===== config.mk =====
export PLATFORM = sky130hd
export DESIGN_NAME = cm_sequencer
export DESIGN_NICKNAME = d
export VERILOG_FILES = /design/src/rtl/cm_sequencer.sv
export SDC_FILE = /design/constraint.sdc
export NUM_CORES = 1
export LEC_CHECK = 0
export BUFFER_PORTS_ARGS = -buffer_cell sky130_fd_sc_hd__clkbuf_2
export CAP_MARGIN = 20
export CORE_MARGIN = 2
export CORE_UTILIZATION = 60
export CTS_CLUSTER_SIZE = 10
export DETAILED_ROUTE_END_ITERATION = 8
export PLACE_DENSITY = 0.94
export RECOVER_POWER = 25
export SYNTH_ARGS = -nofsm -noshare
export SYNTH_HDL_FRONTEND = slang
export SYNTH_SLANG_ARGS = --single-unit

===== constraint.sdc =====
create_clock -name clk -period 5.84 [get_ports clk]
set_input_delay 0.584 -clock clk [delete_from_list [all_inputs] [get_ports clk]]
set_output_delay 0.584 -clock clk [all_outputs]
set_load 0.1 [all_outputs]

===== src/rtl/cm_sequencer.sv =====
// -----------------------------------------------------------------------------
// cm_sequencer
//
// Instruction-issuing front end for the combinational `cm` unit. Holds a small
// loadable program plus the operand registers R0/R1/R2. Each non-halt
// instruction takes two cycles. In ISSUE it presents an opcode to `cm`. In
// CAPTURE it samples the returned R_EXTRA into `result` and writes it back to
// the selected operand register.
//
// Instruction word: [4] halt, [3:2] opcode, [1:0] dst (0=R0, 1=R1, 2=R2,
// 3=discard).
//
// Ports
//   clk          : single clock, rising edge
//   rst          : synchronous, active-high reset
//   load_en      : write load_data into slot load_addr (IDLE only)
//   load_addr    : program slot to write
//   load_data    : instruction word to write
//   start        : run the program from slot 0 (IDLE only, a load wins)
//   R_EXTRA      : result returned by `cm`
//   R0, R1, R2   : operand registers, wired straight to `cm`
//   opcode       : opcode presented to `cm`
//   busy         : high while in ISSUE or CAPTURE
//   done         : one-cycle pulse when the program ends
//   result       : last captured R_EXTRA
//   result_valid : registered one-cycle pulse after each capture
// -----------------------------------------------------------------------------
module cm_sequencer #(
  parameter int PROG_DEPTH = 8,
  parameter int AW         = 3
) (
  input  logic          clk,
  input  logic          rst,
  input  logic          load_en,
  input  logic [AW-1:0] load_addr,
  input  logic [4:0]    load_data,
  input  logic          start,
  input  logic [2:0]    R_EXTRA,
  output logic [2:0]    R0,
  output logic [2:0]    R1,
  output logic [2:0]    R2,
  output logic [1:0]    opcode,
  output logic          busy,
  output logic          done,
  output logic [2:0]    result,
  output logic          result_valid
);

  localparam logic [AW-1:0] PC_LAST = AW'(PROG_DEPTH - 1);

  typedef enum logic [1:0] {
    S_IDLE,
    S_ISSUE,
    S_CAPTURE,
    S_DONE
  } state_t;

  state_t        state;
  state_t        state_next;
  logic [AW-1:0] pc;
  logic [4:0]    prog_mem [PROG_DEPTH];

  logic [4:0] instr;
  logic       instr_halt;
  logic [1:0] instr_op;
  logic [1:0] instr_dst;
  logic       start_accept;
  logic       pc_at_last;

  assign instr      = prog_mem[pc];
  assign instr_halt = instr[4];
  assign instr_op   = instr[3:2];
  assign instr_dst  = instr[1:0];

  // A simultaneous load takes priority, so start is dropped in that cycle.
  assign start_accept = (state == S_IDLE) && !load_en && start;
  assign pc_at_last   = (pc == PC_LAST);

  // ---------------------------------------------------------------------------
  // State register
  // ---------------------------------------------------------------------------
  // NOTE: clocked state uses non-blocking (<=) so every flop samples the
  // values from before the edge, independent of statement order.
  always_ff @(posedge clk) begin
    if (rst) state <= S_IDLE;
    else     state <= state_next;
  end

  // ---------------------------------------------------------------------------
  // Next-state logic
  // ---------------------------------------------------------------------------
  // NOTE: every signal assigned in a combinational block gets a default first,
  // so no path leaves it unassigned and no latch is inferred.
  always_comb begin
    state_next = state;
    unique case (state)
      S_IDLE:    if (start_accept) state_next = S_ISSUE;
      S_ISSUE:   state_next = instr_halt ? S_DONE : S_CAPTURE;
      S_CAPTURE: state_next = pc_at_last ? S_DONE : S_ISSUE;
      S_DONE:    state_next = S_IDLE;
      default:   state_next = S_IDLE;
    endcase
  end

  // ---------------------------------------------------------------------------
  // State-decoded outputs
  // ---------------------------------------------------------------------------
  always_comb begin
    busy = 1'b0;
    done = 1'b0;
    unique case (state)
      S_ISSUE, S_CAPTURE: busy = 1'b1;
      S_DONE:             done = 1'b1;
      default:            ;
    endcase
  end

  // ---------------------------------------------------------------------------
  // Datapath: pc, opcode, operand registers, captured result
  // ---------------------------------------------------------------------------
  always_ff @(posedge clk) begin
    if (rst) begin
      R0           <= 3'b001;
      R1           <= 3'b100;
      R2           <= 3'b010;
      opcode       <= 2'b00;
      result       <= 3'b000;
      result_valid <= 1'b0;
      pc           <= '0;
    end else begin
      result_valid <= 1'b0;
      unique case (state)
        S_IDLE: begin
          if (start_accept) pc <= '0;
        end
        S_ISSUE: begin
          // A halt leaves the opcode as it was, so `cm` keeps its last input.
          if (!instr_halt) opcode <= instr_op;
        end
        S_CAPTURE: begin
          // `cm` has had a full cycle to settle on the opcode set in ISSUE.
          result       <= R_EXTRA;
          result_valid <= 1'b1;
          unique case (instr_dst)
            2'd0:    R0 <= R_EXTRA;
            2'd1:    R1 <= R_EXTRA;
            2'd2:    R2 <= R_EXTRA;
            default: ;
          endcase
          // No wrap-around: the last slot ends the program via DONE.
          if (!pc_at_last) pc <= pc + AW'(1);
        end
        S_DONE: begin
          pc <= '0;
        end
        default: ;
      endcase
    end
  end

  // ---------------------------------------------------------------------------
  // Program memory
  // ---------------------------------------------------------------------------
  // NOTE: the program store has no reset, so it maps onto plain RAM and a
  // loaded program survives rst; only writes are gated.
  always_ff @(posedge clk) begin
    if (!rst && (state == S_IDLE) && load_en) prog_mem[load_addr] <= load_data;
  end

endmodule


==> metrics.csv <==
metric;value;unit
outcome;finished, final reports clean;
Power Total;1.040;mW
Worst-Skew Late Latency;340;ps
CTS tree;done;
die width;70;µm
Core Rows;24;
ant diodes;0;
Pre-Repair DR Iteration Count;4;
P per Cell Area;350.9;nW/µm²
Layout Nets;238;
Clock Skew;6.496;ps
Synth Net Count;203;
post-synthesis cell count;181;
vias in the first global route;1466;
H-tree levels;3;
multi-input logic area;892.1;µm²
post-synth top area share;45.96;%
Top-Level Pins;32;
CTS Buf Count;9;
DRT iter0 DRCs;89;
Fin Setup TNS;0;ps
Yosys reg bits;63;
WL/cell;16.01;µm
Final Cell Area;2964;µm²
synth warn;0;
Post-CTS Setup Bufs;0;
post-synth top area cell;edfxtp_1;
via count;1495;
slowest stage delay, CP;700;ps
clock tree buffer depth;2;
Buf+Inv Stages, Crit Path;0;
clock sink total;63;
worst min path class;reg2reg;
final worst slack;3548;ps
Routed Antenna Nets;0;
Initial Utilization;61.30;%
Leak Pwr;1.081;nW
Mean Syn Cell Area;14.44;µm²
RSZ-0062 raised after global routing;false;
Top Family by Delay on Critical Path;multiplexers;
Max-Cap Viols;0;
CP arrival;2560;ps
die area;4900;µm²
sequential area share after synthesis;63.57;%
cts hold-fix bufs;0;
Max-slew headroom;53.19;%
worst-path cell chain;mux4_1, mux2_2, a211oi_2, mux2i_1;
most frequent cells in the layout;40 x edfxtp_1, 26 x nor2_1, 26 x clkbuf_2, 23 x dfxtp_1, 20 x mux2i_1;
HPWL Detailed;3086;µm
Setup crit end kind;flop;
Total GRT Usage;19.72;%
maximum VDD drop;233.5;µV
initial antenna violation count;0;
largest net degree at the start of global routing;32;
Area growth syn-to-layout;13.40;%
Worst Path Required;6110;ps
# setup viols final;0;
final core utilization;69.51;%
Fill cells;292;
Final Hold Violating Endpoints;0;
fmax;436.3;MHz
dpl cells;257;
grt ovf;0;
core box area;4264;µm²
worst slew pin tran;696.8;ps
Startpoint Class;flop;
DRC;0;
Cell Area, Synth;2614;µm²
Placed Area;2793;µm²
clk slew on worst S/H paths;70;ps
Port Buf Inserts;31;
Vias per Instance;5.496;
slowest stage cell, crit path;dfxtp_1;
Die Y;70;µm
Slew Limit Fails;0;
crit path time final;2292;ps
count of cell types in the netlist;28;
DP Worst Slack;3484;ps
fin crit share;39.25;%
WL final;4354;µm
first-pass GRT wire length;7141;µm
CTS resizes;0;
GPL Wtd Cong;0.8042;
top cells by area, synth;edfxtp_1 46%, dfxtp_1 18%, mux2i_1 7.7%, mux4_1 6.0%, nor2_1 3.7%;
commonest non-fill, non-tap cell in the layout;edfxtp_1;
layout cells sized above 1;20.00;%
final std cells w/o fill;272;
Setup CP Type;reg2reg;
clock root buffer;clkbuf_8;
crit path max fanout;12;
worst hold margin;478.9;ps
storage element area;1662;µm²
-- power breakdown --
| part | internal (mW) | switching, mW | total [mW] | leakage, nW |
|---|---|---|---|---|
| logic | 0.0516 | 0.140 | 0.191 | 0.447 |
| registers | 0.490 | 0.0113 | 0.501 | 0.547 |
| clock network | 0.191 | 0.157 | 0.348 | 0.0872 |
| total | 0.732 | 0.308 | 1.04 | 1.08 |
-- cell type report --
cell class / instances / share of cell area, %
Sequential cell: 63 / 56.06
Multi-Input combinational cell: 106 / 30.10
Timing Repair Buffer: 31 / 5.023
Clock buffer: 10 / 4.306
Tap cell: 52 / 2.195
Clock inverter: 5 / 1.688
Inverter: 5 / 0.6332
-- cell usage after synthesis --
cell	n
a211oi_1	2
a211oi_2	1
a21oi_1	3
a221o_1	1
a22o_1	1
a22oi_1	4
a2bb2oi_1	1
a311oi_1	1
buf_1	1
buf_6	2
clkbuf_1	4
dfxtp_1	23
edfxtp_1	40
ha_1	7
inv_1	5
mux2_2	2
mux2_4	1
mux2i_1	20
mux4_1	6
mux4_2	2
nand2_1	5
nand2b_1	12
nand4_1	1
nor2_1	26
nor2b_1	3
nor3_1	2
o21ai_0	2
or3_1	3
-- flip-flops by register name (all words and copies together) (netlist names), named ones only --
signal / count
prog_mem: 40
R0: 3
R1: 3
R2: 3
pc: 3
result: 3
opcode: 2
state: 2
result_valid: 1
-- worst paths after layout --
check | startpoint | to | slack [ps] | cells after the start
worst max-delay path | flop | R0[1] | 3550 | 4
worst min-delay path | R0[2] | R0[2] | 480 | 2
worst max register to register | flop | R0[1] | 3550 | 4
worst min register to register | R0[2] | R0[2] | 480 | 2
-- logic make-up after synthesis --
group | share of synthesized area [%]
buf+inv | 2.297
simple gates | 9.383
flops | 63.57
mux | 16.85
compound gates | 4.547
fa+ha+maj | 3.351
-- per-layer routing --
layer  GRT usage (%)  vias to the layer above  part of all wire [%]
met5               0                        -                     0
met4           7.906                        0                   1.8
met3           6.926                        7                   4.9
met2           30.16                       39                    46
met1           26.02                      708                    47
li1                -                      741                     -
-- tightest hold or removal path, stage by stage, from the launching register on --
cell and delay (ps):
dfxtp_1 310, nand2b_1 60, mux2i_1 60
Note: power is estimated with default switching activity, not from simulation.
